==> config.mk <==
export PLATFORM = sky130hd
export DESIGN_NAME = score_tracker_multi_flat
export DESIGN_NICKNAME = d
export VERILOG_FILES = /design/src/rtl/score_tracker_multi_if.sv /design/src/rtl/score_tracker_multi.sv /design/src/flat_wrapper.sv
export SDC_FILE = /design/constraint.sdc
export NUM_CORES = 1
export LEC_CHECK = 0
export BUFFER_PORTS_ARGS = -buffer_cell sky130_fd_sc_hd__buf_2
export CORE_MARGIN = 1.5
export CORE_UTILIZATION = 45
export CTS_CLUSTER_SIZE = 12
export DETAILED_ROUTE_END_ITERATION = 8
export GPL_TIMING_DRIVEN = 1
export PLACE_DENSITY = 0.67
export SYNTH_ARGS = -nofsm -noshare
export SYNTH_HDL_FRONTEND = slang
export SYNTH_SLANG_ARGS = --single-unit
==> constraint.sdc <==
create_clock -name Clk -period 7.35 [get_ports Clk]
set_input_delay 1.1025 -clock Clk [delete_from_list [all_inputs] [get_ports Clk]]
set_output_delay 1.1025 -clock Clk [all_outputs]
set_load 0.01 [all_outputs]
==> src/rtl/score_tracker_multi_if.sv <==
// Frame-level signal bundle between the lane detectors, the score tracker and the HUD.
// The master side drives frame strobe, restart and lane flags; the slave side returns game state.
interface score_tracker_multi_if #(
    parameter int LANES   = 4,
    parameter int SCORE_W = 16,
    parameter int LW      = 4,
    parameter int COMBO_W = 8
);
    logic               Frame_Clk;
    logic               Restart;
    logic [LANES-1:0]   Hit;
    logic [LANES-1:0]   Dropped;
    logic [SCORE_W-1:0] Score;
    logic [LW-1:0]      Lives;
    logic [COMBO_W-1:0] Combo;
    logic [2:0]         Multiplier;
    logic [SCORE_W-1:0] High_Score;
    logic               Game_Over;
    logic               Extra_Life;

    modport master (
        output Frame_Clk, Restart, Hit, Dropped,
        input  Score, Lives, Combo, Multiplier, High_Score, Game_Over, Extra_Life
    );

    modport slave (
        input  Frame_Clk, Restart, Hit, Dropped,
        output Score, Lives, Combo, Multiplier, High_Score, Game_Over, Extra_Life
    );
endinterface

==> src/rtl/score_tracker_multi.sv <==
// Multi-lane score/lives tracker: one evaluation per rising Frame_Clk edge, with combo multiplier,
// extra-life bonuses, a PLAY/OVER state machine and a session high score that survives Restart.
module score_tracker_multi #(
    parameter int LANES      = 4,
    parameter int SCORE_W    = 16,
    parameter int LIVES_INIT = 10,
    parameter int LIVES_MAX  = 15,
    parameter int COMBO_W    = 8,
    parameter int COMBO_STEP = 4,
    parameter int MULT_MAX   = 4,
    parameter int BONUS_STEP = 100
) (
    input logic                  Clk,
    input logic                  Reset,
    score_tracker_multi_if.slave bus
);
    localparam int LW  = $clog2(LIVES_MAX + 1);
    localparam int LSW = LW + 2;
    localparam int CW  = $clog2(LANES + 1);
    localparam int SW  = SCORE_W + CW + 3;

    typedef enum logic {PLAY, OVER} state_t;

    state_t             state;
    logic               frame_clk_old;
    logic [SCORE_W-1:0] score;
    logic [SCORE_W-1:0] high_score;
    logic [SCORE_W-1:0] next_bonus;
    logic [LW-1:0]      lives;
    logic [COMBO_W-1:0] combo;
    logic               game_over;
    logic               extra_life;

    logic                  frame_evt;
    logic [CW-1:0]         hits;
    logic [CW-1:0]         drops;
    logic [COMBO_W-1:0]    mult_step;
    logic [2:0]            mult;
    logic [SW-1:0]         score_sum;
    logic [SCORE_W-1:0]    score_n;
    logic [SCORE_W-1:0]    high_score_n;
    logic [SCORE_W:0]      bonus_sum;
    logic [SCORE_W-1:0]    next_bonus_n;
    logic                  bonus;
    logic signed [LSW-1:0] lives_sum;
    logic [LW-1:0]         lives_n;
    logic [COMBO_W-1:0]    combo_n;

    // A strobe already high when reset releases is not an edge, hence old resets to 1.
    assign frame_evt = bus.Frame_Clk & ~frame_clk_old;

    // NOTE: both counters get a default before the loop, so no path can leave them unassigned.
    always_comb begin
        hits  = '0;
        drops = '0;
        for (int i = 0; i < LANES; i++) begin
            hits  = hits + CW'(bus.Hit[i]);
            drops = drops + CW'(bus.Dropped[i]);
        end
    end

    // The multiplier always reflects the pre-frame combo.
    assign mult_step = combo / COMBO_W'(COMBO_STEP);
    assign mult      = (mult_step >= COMBO_W'(MULT_MAX - 1)) ? 3'(MULT_MAX)
                                                              : 3'(mult_step + COMBO_W'(1));

    assign score_sum    = SW'(score) + SW'(hits) * SW'(mult);
    assign score_n      = (|score_sum[SW-1:SCORE_W]) ? '1 : score_sum[SCORE_W-1:0];
    assign high_score_n = (score_n > high_score) ? score_n : high_score;

    assign bonus        = (score_n >= next_bonus);
    assign bonus_sum    = {1'b0, next_bonus} + (SCORE_W+1)'(BONUS_STEP);
    assign next_bonus_n = bonus_sum[SCORE_W] ? '1 : bonus_sum[SCORE_W-1:0];

    // Signed headroom so a multi-lane drop clamps at zero instead of wrapping.
    assign lives_sum = $signed(LSW'(lives)) + $signed(LSW'(bonus)) - $signed(LSW'(drops));
    assign lives_n   = lives_sum[LSW-1]                        ? '0 :
                       (lives_sum > $signed(LSW'(LIVES_MAX))) ? LW'(LIVES_MAX) :
                                                                lives_sum[LW-1:0];

    assign combo_n = (drops != '0) ? '0 :
                     (hits == '0)  ? combo :
                     (combo == '1) ? combo : combo + COMBO_W'(1);

    // NOTE: non-blocking assignments so every register updates from the same pre-edge values.
    always_ff @(posedge Clk) begin
        if (Reset) begin
            state         <= PLAY;
            frame_clk_old <= 1'b1;
            score         <= '0;
            high_score    <= '0;
            next_bonus    <= SCORE_W'(BONUS_STEP);
            lives         <= LW'(LIVES_INIT);
            combo         <= '0;
            game_over     <= 1'b0;
            extra_life    <= 1'b0;
        end else begin
            frame_clk_old <= bus.Frame_Clk;
            extra_life    <= 1'b0;
            if (bus.Restart) begin
                high_score <= (score > high_score) ? score : high_score;
                score      <= '0;
                lives      <= LW'(LIVES_INIT);
                combo      <= '0;
                next_bonus <= SCORE_W'(BONUS_STEP);
                state      <= PLAY;
                game_over  <= 1'b0;
            end else if (frame_evt && state == PLAY) begin
                score      <= score_n;
                lives      <= lives_n;
                combo      <= combo_n;
                extra_life <= bonus;
                if (bonus) begin
                    next_bonus <= next_bonus_n;
                end
                if (lives_n == '0) begin
                    state      <= OVER;
                    game_over  <= 1'b1;
                    high_score <= high_score_n;
                end
            end
        end
    end

    assign bus.Score      = score;
    assign bus.Lives      = lives;
    assign bus.Combo      = combo;
    assign bus.Multiplier = mult;
    assign bus.High_Score = high_score;
    assign bus.Game_Over  = game_over;
    assign bus.Extra_Life = extra_life;
endmodule
==> src/flat_wrapper.sv <==
// flat-port wrapper written by rule: the top's interface ports become plain ports
module score_tracker_multi_flat 
#(
    parameter int LANES      = 4,
    parameter int SCORE_W    = 16,
    parameter int LIVES_INIT = 10,
    parameter int LIVES_MAX  = 15,
    parameter int COMBO_W    = 8,
    parameter int COMBO_STEP = 4,
    parameter int MULT_MAX   = 4,
    parameter int BONUS_STEP = 100
)
  (Clk, Reset, bus_Frame_Clk, bus_Restart, bus_Hit, bus_Dropped, bus_Score, bus_Lives, bus_Combo, bus_Multiplier, bus_High_Score, bus_Game_Over, bus_Extra_Life);
  score_tracker_multi_if #(.LANES(LANES), .SCORE_W(SCORE_W), .COMBO_W(COMBO_W)) bus_i ();
  input logic Clk;
  input logic Reset;
  input wire logic [$bits(bus_i.Frame_Clk)-1:0] bus_Frame_Clk;
  input wire logic [$bits(bus_i.Restart)-1:0] bus_Restart;
  input wire logic [$bits(bus_i.Hit)-1:0] bus_Hit;
  input wire logic [$bits(bus_i.Dropped)-1:0] bus_Dropped;
  output wire logic [$bits(bus_i.Score)-1:0] bus_Score;
  output wire logic [$bits(bus_i.Lives)-1:0] bus_Lives;
  output wire logic [$bits(bus_i.Combo)-1:0] bus_Combo;
  output wire logic [$bits(bus_i.Multiplier)-1:0] bus_Multiplier;
  output wire logic [$bits(bus_i.High_Score)-1:0] bus_High_Score;
  output wire logic [$bits(bus_i.Game_Over)-1:0] bus_Game_Over;
  output wire logic [$bits(bus_i.Extra_Life)-1:0] bus_Extra_Life;
  assign bus_i.Frame_Clk = bus_Frame_Clk;
  assign bus_i.Restart = bus_Restart;
  assign bus_i.Hit = bus_Hit;
  assign bus_i.Dropped = bus_Dropped;
  assign bus_Score = bus_i.Score;
  assign bus_Lives = bus_i.Lives;
  assign bus_Combo = bus_i.Combo;
  assign bus_Multiplier = bus_i.Multiplier;
  assign bus_High_Score = bus_i.High_Score;
  assign bus_Game_Over = bus_i.Game_Over;
  assign bus_Extra_Life = bus_i.Extra_Life;
  score_tracker_multi #(.LANES(LANES), .SCORE_W(SCORE_W), .LIVES_INIT(LIVES_INIT), .LIVES_MAX(LIVES_MAX), .COMBO_W(COMBO_W), .COMBO_STEP(COMBO_STEP), .MULT_MAX(MULT_MAX), .BONUS_STEP(BONUS_STEP)) u_core (.Clk(Clk), .Reset(Reset), .bus(bus_i));
endmodule
After elaboration in Yosys (flattened, before gate mapping)
Cells that the tools add are included.
{"block": "word_totals", "regBits": 63, "input_bits": 12, "out_inout_bits": 49, "elab_cells": 61}
{"block": "classes", "add_sub_neg": 12, "multipliers": 1, "magnitude_cmp": 5, "n_eq_ne": 4, "n_mux": 13, "bitwise_logic": 4, "reduce_logical": 14}
{"op": "2-to-1 mux 16 bit", "n": 7}
{"op": "greater-than comparator 16 bit", "n": 2}
{"op": "2-to-1 mux 8 bit", "n": 3}
{"op": "adder 16 x 6 -> 17 bit", "n": 1}
{"op": "adder 16 x 7 -> 17 bit, second input constant", "n": 1}
{"op": ">= comparator 16 bit", "n": 1}
{"op": "adder 3 x 1 -> 3 bit", "n": 4}
{"op": "adder 8 x 1 -> 8 bit, second input constant", "n": 1}
{"op": "equality test 8 bit, second input constant", "n": 1}
{"op": "2-to-1 mux 4 bit", "n": 2}
{"op": ">= comparator 6 x 2 -> 1 bit, second input constant", "n": 1}
{"op": "greater-than comparator 6 x 5 -> 1 bit, second input constant", "n": 1}
{"op": "multiplier 3 x 3 -> 6 bit", "n": 1}
{"op": "inequality test 2 x 1 -> 1 bit, second input constant", "n": 3}
{"op": "nonzero test 2 bit", "n": 3}
{"op": "OR reduction 6 bit", "n": 1}
{"op": "subtractor 6 x 4 -> 6 bit", "n": 1}
{"op": "adder 4 x 1 -> 5 bit", "n": 1}
{"op": "adder 1 x 1 -> 2 bit", "n": 2}
{"op": "logical NOT 4 bit", "n": 1}
{"op": "AND reduction 2 bit", "n": 2}
{"op": "AND reduction 4 bit", "n": 1}
{"op": "adder 3 x 1 -> 3 bit, second input constant", "n": 1}
{"op": "logical NOT 3 bit", "n": 1}
{"op": "other kinds (8)", "n": 10}

Depth between registers and ports, before layout
{"block": "logic_depth", "word_depth": 17, "ltp_mapped": 36}

Least setup slack after synthesis
Ideal clock, no wire load.
{"block": "synth_path", "path_type": "input-to-reg", "start": "in bus_Hit[0]", "end": "reg u_core.high_score[10], in the netlist u_core.bus.High_Score[10]", "setup_time_ps": 128, "t_arrival_ps": 7897, "t_required_ps": 7222, "slack_ps": -674, "stages": 31, "n_path_buf": 2, "cell_sequence": "ha_1 inv_1 fa_1 inv_1 nand2_1 fa_1 inv_1 fa_1 ha_1 a211oi_1 o21bai_1 o211ai_1 clkbuf_1 nand2_1 ha_1 a21o_1 a21o_1 a21oi_1 o21a_1 nand2_1 ha_1 ha_1 fa_1 nor3b_1 o21ai_0 o211ai_1 o22ai_1 a41oi_2 buf_4 mux2i_1 nor2_1"}
{"block": "synth_via", "elab_chain_cells": 16, "word_cells_on_any_way": 22, "classes_between": "6 x add/sub; 1 x mul; 3 x order compare; 7 x mux; 5 x reduce/logical"}
{"element": "start: declaration", "line": "flat_wrapper.sv:19", "text": "input wire logic [$bits(bus_i.Hit)-1:0] bus_Hit;"}
{"element": "adder 1 x 1 -> 2 bit *", "line": "score_tracker_multi.sv:57", "text": "hits = hits + CW'(bus.Hit[i]);"}
{"element": "adder 3 x 1 -> 3 bit * (2 in series)", "line": "score_tracker_multi.sv:57"}
{"element": "multiplier 3 x 3 -> 6 bit *", "line": "score_tracker_multi.sv:67", "text": "assign score_sum = SW'(score) + SW'(hits) * SW'(mult);"}
{"element": "adder 16 x 6 -> 17 bit *", "line": "score_tracker_multi.sv:67"}
{"element": "OR reduction 6 bit", "line": "score_tracker_multi.sv:68", "text": "assign score_n = (|score_sum[SW-1:SCORE_W]) ? '1 : score_sum[SCORE_W-1:0];"}
{"element": "2-to-1 mux 16 bit *", "line": "score_tracker_multi.sv:68"}
{"element": ">= comparator 16 bit *", "line": "score_tracker_multi.sv:71", "text": "assign bonus = (score_n >= next_bonus);"}
{"element": "net u_core.bonus", "line": "score_tracker_multi.sv:44", "text": "logic bonus;"}
{"element": "adder 4 x 1 -> 5 bit *", "line": "score_tracker_multi.sv:76", "text": "assign lives_sum = $signed(LSW'(lives)) + $signed(LSW'(bonus)) - $signed(LSW'(drops));"}
{"element": "subtractor 6 x 4 -> 6 bit *", "line": "score_tracker_multi.sv:76"}
{"element": "greater-than comparator 6 x 5 -> 1 bit", "line": "score_tracker_multi.sv:78", "text": "(lives_sum > $signed(LSW'(LIVES_MAX))) ? LW'(LIVES_MAX) :"}
{"element": "2-to-1 mux 4 bit", "line": "score_tracker_multi.sv:78"}
{"element": "2-to-1 mux 4 bit *", "line": "score_tracker_multi.sv:77", "text": "assign lives_n = lives_sum[LSW-1] ? '0 :"}
{"element": "logical NOT 4 bit *", "line": "score_tracker_multi.sv:116", "text": "if (lives_n == '0) begin"}
{"element": "nonzero test 2 bit (no line) *"}
{"element": "AND reduction 4 bit (no line) *"}
{"element": "end signal: assignment", "line": "score_tracker_multi.sv:101", "text": "high_score <= (score > high_score) ? score : high_score;"}
{"element": "end signal: assignment", "line": "score_tracker_multi.sv:119", "text": "high_score <= high_score_n;"}
{"element": "end: declaration", "line": "score_tracker_multi.sv:27", "text": "logic [SCORE_W-1:0] high_score;"}
The timed path passes the listed nets; every way through them passes the cells marked *. The select of a mux whose other input is x is not followed.
A chain may end at the register's enable or synchronous reset.

Worst setup path in the final report
{"block": "layout_path", "start": "in bus_Hit[1]", "end": "reg u_core.high_score[6], in the netlist u_core.bus.High_Score[6]"}
The elaborated chain is that of the path after synthesis.

==> flow_summary.html <==
<table>
<tr><th>Metric</th><th>Value</th></tr>
<tr><th colspan="2">Run status</th></tr>
<tr><td>Result of the run</td><td>finished with violations</td></tr>
<tr><td>Violations in the final reports</td><td>negative setup slack</td></tr>
<tr><th colspan="2">GRT</th></tr>
<tr><td>Congestion Overflow GR</td><td>0</td></tr>
<tr><td>Maximum number of pins on one net before global-route repair</td><td>32</td></tr>
<tr><td>Vias in the first global route</td><td>4787</td></tr>
<tr><td>Overall routing resource usage</td><td>25.2%</td></tr>
<tr><td>First-pass GRT wire length</td><td>22900 um</td></tr>
<tr><td>Number of antenna violations at the first check in global routing</td><td>0</td></tr>
<tr><th colspan="2">Place</th></tr>
<tr><td>Post-Place Worst Slack</td><td>-0.803 ns</td></tr>
<tr><td>Number of I/O port buffers</td><td>60</td></tr>
<tr><td>Half-perimeter wire length after placement</td><td>10800 um</td></tr>
<tr><td>Placed Cells</td><td>876</td></tr>
<tr><td>Routability congestion estimate</td><td>0.902</td></tr>
<tr><th colspan="2">Timing</th></tr>
<tr><td>Post-route minimum period</td><td>7.77 ns</td></tr>
<tr><td>Worst Skew</td><td>0.0147 ns</td></tr>
<tr><td>Tcrit/Tclk final</td><td>106%</td></tr>
<tr><td>Hold Vio Cnt, Final</td><td>0</td></tr>
<tr><td>Slew at the pin closest to its max-slew limit</td><td>0.746 ns</td></tr>
<tr><td>Slew headroom</td><td>50.3%</td></tr>
<tr><td>Setup repair after global routing missed its margin</td><td>true</td></tr>
<tr><td>Worst setup margin</td><td>-0.423 ns</td></tr>
<tr><td>Highest clock frequency the design can meet</td><td>0.129 GHz</td></tr>
<tr><td>Number of pins exceeding their max-slew limit in the final report</td><td>0</td></tr>
<tr><td>Tightest hold margin</td><td>0.487 ns</td></tr>
<tr><td>Number of setup violations in the final report</td><td>16</td></tr>
<tr><th colspan="2">Logic synthesis</th></tr>
<tr><td>Sequential fraction of the synthesis area</td><td>24.8%</td></tr>
<tr><td>Cells after synthesis</td><td>639</td></tr>
<tr><td>Distinct cell type count after synthesis</td><td>61</td></tr>
<tr><td>Mean area per synthesized cell</td><td>7.83 um^2</td></tr>
<tr><td>Synth top area cells</td><td>dfxtp_1 25%, ha_1 18%, inv_1 5.5%, nor2_1 5.4%, a21oi_1 4.8%</td></tr>
<tr><td>Synthesized netlist net count</td><td>729</td></tr>
<tr><td>Flip-flop and latch count after synthesis</td><td>62</td></tr>
<tr><td>Warnings from Yosys</td><td>0</td></tr>
<tr><td>Ys async rst share</td><td>0%</td></tr>
<tr><td>Area of the mapped netlist</td><td>0.00500 mm^2</td></tr>
<tr><td>Number of enable-type register cells in the synthesized netlist</td><td>0</td></tr>
<tr><td>Leading register cell type out of synthesis</td><td>dfxtp_1</td></tr>
<tr><td>Area share of the largest cell type after synthesis</td><td>24.8%</td></tr>
<tr><td>Post-synthesis cell type with the largest combined area</td><td>dfxtp_1</td></tr>
<tr><th colspan="2">Finish</th></tr>
<tr><td>Filler-free cell count of the finished design</td><td>907</td></tr>
<tr><td>Ratio of cells with drive above 1 in the final layout</td><td>27.5%</td></tr>
<tr><td>Post-route core utilization</td><td>60.1%</td></tr>
<tr><td>Area Growth Syn to Fin</td><td>30.1%</td></tr>
<tr><td>Net count, final</td><td>852</td></tr>
<tr><td>Antenna cell count</td><td>0</td></tr>
<tr><td>Final-layout fill cell count</td><td>953</td></tr>
<tr><th colspan="2">Route</th></tr>
<tr><td>Antenna viol nets, final</td><td>0</td></tr>
<tr><td>Residual DRC count</td><td>0</td></tr>
<tr><td>Via/cell ratio</td><td>5.65</td></tr>
<tr><td>Via count</td><td>5127</td></tr>
<tr><td>Wire length after detailed routing</td><td>15000 um</td></tr>
<tr><td>Initial DRC count</td><td>382</td></tr>
<tr><td>Total iterations of the first detailed-routing run</td><td>5</td></tr>
<tr><td>Post-detailed-route wirelength per cell</td><td>16.5 um</td></tr>
<tr><th colspan="2">Clocking</th></tr>
<tr><td>CTS Buf Count</td><td>9</td></tr>
<tr><td>Maximum root-to-sink buffer count</td><td>2</td></tr>
<tr><td>Clock H-tree levels</td><td>3</td></tr>
<tr><td>Worst skew pair latency</td><td>0.37 ns</td></tr>
<tr><td>Number of sinks handled by clock tree synthesis</td><td>62</td></tr>
<tr><td>Root buffer cell</td><td>clkbuf_8</td></tr>
<tr><td>Number of hold buffers added after CTS</td><td>0</td></tr>
<tr><td>CTS tree</td><td>built</td></tr>
<tr><td>Clock slew at the register clock pins of the worst setup and hold paths</td><td>0.08 ns</td></tr>
<tr><th colspan="2">Critical path</th></tr>
<tr><td>CP Class</td><td>input port to flip-flop</td></tr>
<tr><td>Delay of the slowest cell on the worst path</td><td>0.54 ns</td></tr>
<tr><td>Critical Path Source Type</td><td>input port</td></tr>
<tr><td>Crit path DAT</td><td>8.01 ns</td></tr>
<tr><td>Data required time at the worst endpoint</td><td>7.59 ns</td></tr>
<tr><td>Worst setup EP type</td><td>flip-flop</td></tr>
<tr><td>Critical path's most frequent cell</td><td>ha_4</td></tr>
<tr><td>CP max stage cell</td><td>fa_1</td></tr>
<tr><td>Critical-path maximum fanout</td><td>5</td></tr>
<tr><th colspan="2">Floorplan</th></tr>
<tr><td>Number of rows in the core area</td><td>38</td></tr>
<tr><td>Die Y</td><td>108 um</td></tr>
<tr><td>Total Die Area</td><td>0.0118 mm^2</td></tr>
<tr><td>Number of I/O pins</td><td>61</td></tr>
<tr><td>Die outline width</td><td>108 um</td></tr>
<tr><td>Placeable core area</td><td>0.0108 mm^2</td></tr>
<tr><td>Effective utilization at floorplan</td><td>46.2%</td></tr>
<tr><th colspan="2">Power</th></tr>
<tr><td>Static leakage power</td><td>2.99 nW</td></tr>
<tr><td>Largest vdd supply drop</td><td>0.0849 mV</td></tr>
<tr><td>Total power per unit cell area</td><td>142 mW/mm^2</td></tr>
<tr><th colspan="2">Hold path</th></tr>
<tr><td>Worst min path class</td><td>flip-flop to flip-flop</td></tr>
<tr><th colspan="2">Job</th></tr>
<tr><td>Number of maximum-capacitance violations</td><td>0</td></tr>
</table>
report_power, final:
group / total [mW] / switching [mW] / internal, mW
Sequential: 0.345 / 0.00530 / 0.339
Clock: 0.367 / 0.148 / 0.219
Combinational: 0.213 / 0.112 / 0.100
Total: 0.924 / 0.266 / 0.658
final timing paths:
kind / slack, ns / start / to / depth (start not counted)
max: -0.42 / bus_Hit[1] / u_core.bus.High_Score[6]$_SDFFE_PP0P_ / 37
min: 0.49 / u_core.bus.High_Score[15]$_SDFFE_PP0P_ / u_core.bus.High_Score[15]$_SDFFE_PP0P_ / 2
max reg2reg: -0.10 / u_core.bus.Combo[3]$_SDFFE_PP0P_ / u_core.bus.High_Score[6]$_SDFFE_PP0P_ / 35
min reg2reg: 0.49 / u_core.bus.High_Score[15]$_SDFFE_PP0P_ / u_core.bus.High_Score[15]$_SDFFE_PP0P_ / 2
kinds of logic after synthesis:
| kind of cell | count (synthesis) | share of synthesized area (%) |
|---|---|---|
| AND/OR/NAND/NOR | 198 | 18.5 |
| AO/OA/AOI/OAI | 171 | 22.2 |
| buffers and inverters | 98 | 7.60 |
| adder cells (fa/ha/maj) | 78 | 20.7 |
| flip-flops | 62 | 24.8 |
| multiplexers | 17 | 3.55 |
| XOR/XNOR | 15 | 2.63 |
synth_stat cells (3+ instances only):
cell and n:
nor2_1 72, fa_1 8, and2_1 8, a311oi_1 7, mux2i_1 11, o21ai_0 36
xor2_1 7, nor2b_1 4, nand3_1 15, a21o_1 7, nand2b_1 3, nor3b_1 3
nand3b_1 5, inv_1 73, o211ai_1 9, dfxtp_1 62, a211oi_1 18, a21oi_1 48
mux2_2 6, nand4_1 9, a31oi_1 11, clkbuf_1 21, nand2_1 50, xnor2_1 8
o21a_1 5, nor3_1 11, a311o_1 3, and3_1 7, ha_1 70
layer usage:
| metal | up-vias | GRT usage [%] | part of all wire (%) |
|---|---|---|---|
| li1 | 2525 | - | - |
| met1 | 2382 | 33.0 | 45 |
| met2 | 190 | 41.2 | 46 |
| met3 | 30 | 4.88 | 6.4 |
| met4 | 0 | 9.12 | 2.2 |
| met5 | - | 0 | 0 |
cell type report:
| class | count | area [um^2] | share of cell area (%) |
|---|---|---|---|
| Inverter | 73 | 277 | 4.25 |
| Clock buffer | 13 | 169 | 2.59 |
| Tap cell | 140 | 175 | 2.69 |
| Multi-Input combinational cell | 479 | 3640 | 55.9 |
| Clock inverter | 3 | 65.1 | 0.999 |
| Timing Repair Buffer | 137 | 942 | 14.5 |
| Sequential cell | 62 | 1240 | 19.1 |
flip-flops by register name (all words and copies together) (netlist names):
| register | count |
|---|---|
| u_core.state | 1 |
| u_core.bus.High_Score | 16 |
| u_core.bus.Score | 16 |
| u_core.bus.Combo | 8 |
| u_core.bus.Lives | 4 |
| u_core.bus.Extra_Life | 1 |
| u_core.frame_clk_old | 1 |
| u_core.next_bonus | 15 |
placed cells by master (no fill, tap or decap), types with 5 or more instances in the layout:
| cell type | n |
|---|---|
| mux2_2 | 6 |
| ha_4 | 8 |
| a21oi_1 | 46 |
| fa_1 | 5 |
| buf_2 | 58 |
| and3_1 | 7 |
| xor2_1 | 7 |
| nand3_1 | 15 |
| buf_4 | 73 |
| and2_1 | 8 |
| o211ai_1 | 9 |
| nand2_1 | 44 |
| dfxtp_1 | 62 |
| nor3_1 | 11 |
| o21ai_0 | 30 |
| o21a_1 | 5 |
| nor2_1 | 68 |
| nand3b_1 | 5 |
| a21o_1 | 7 |
| mux2i_1 | 10 |
| a211oi_1 | 15 |
| nand4_1 | 9 |
| inv_2 | 5 |
| clkbuf_8 | 12 |
| a311oi_1 | 7 |
| o21ai_1 | 5 |
| ha_1 | 62 |
| inv_1 | 67 |
| a31oi_1 | 11 |
worst max-delay path, delay by kind of cell:
| family | cells | cell delay, ns |
|---|---|---|
| xor gates and xnor gates | 2 | 0.29 |
| muxes | 1 | 0.20 |
| adders and majority gates | 10 | 3.08 |
| AOI/OAI and AO/OA | 10 | 1.79 |
| buffers and inverters | 7 | 0.68 |
| and+or+nand+nor | 7 | 0.85 |
repair_timing:
action                                  in CTS  in global routing
setup buffers                                4                 10
pin swaps                                    5                  8
gates cloned                                 0                  2
endpoints found under the setup margin      17                 21
resized for setup                            8                 29
through the flow:
step,TNS (ns),instance area [um^2],total power [mW]
2_1_floorplan,-3.36,5130,0.466
3_3_place_gp,-9.07,5970,0.524
3_5_place_dp,-13.60,5970,0.528
4_1_cts,-2.44,6270,0.894
5_1_grt,-10.21,6510,0.961
6_report,-5.79,6510,0.924
Note: power is estimated with default switching activity, not from simulation.
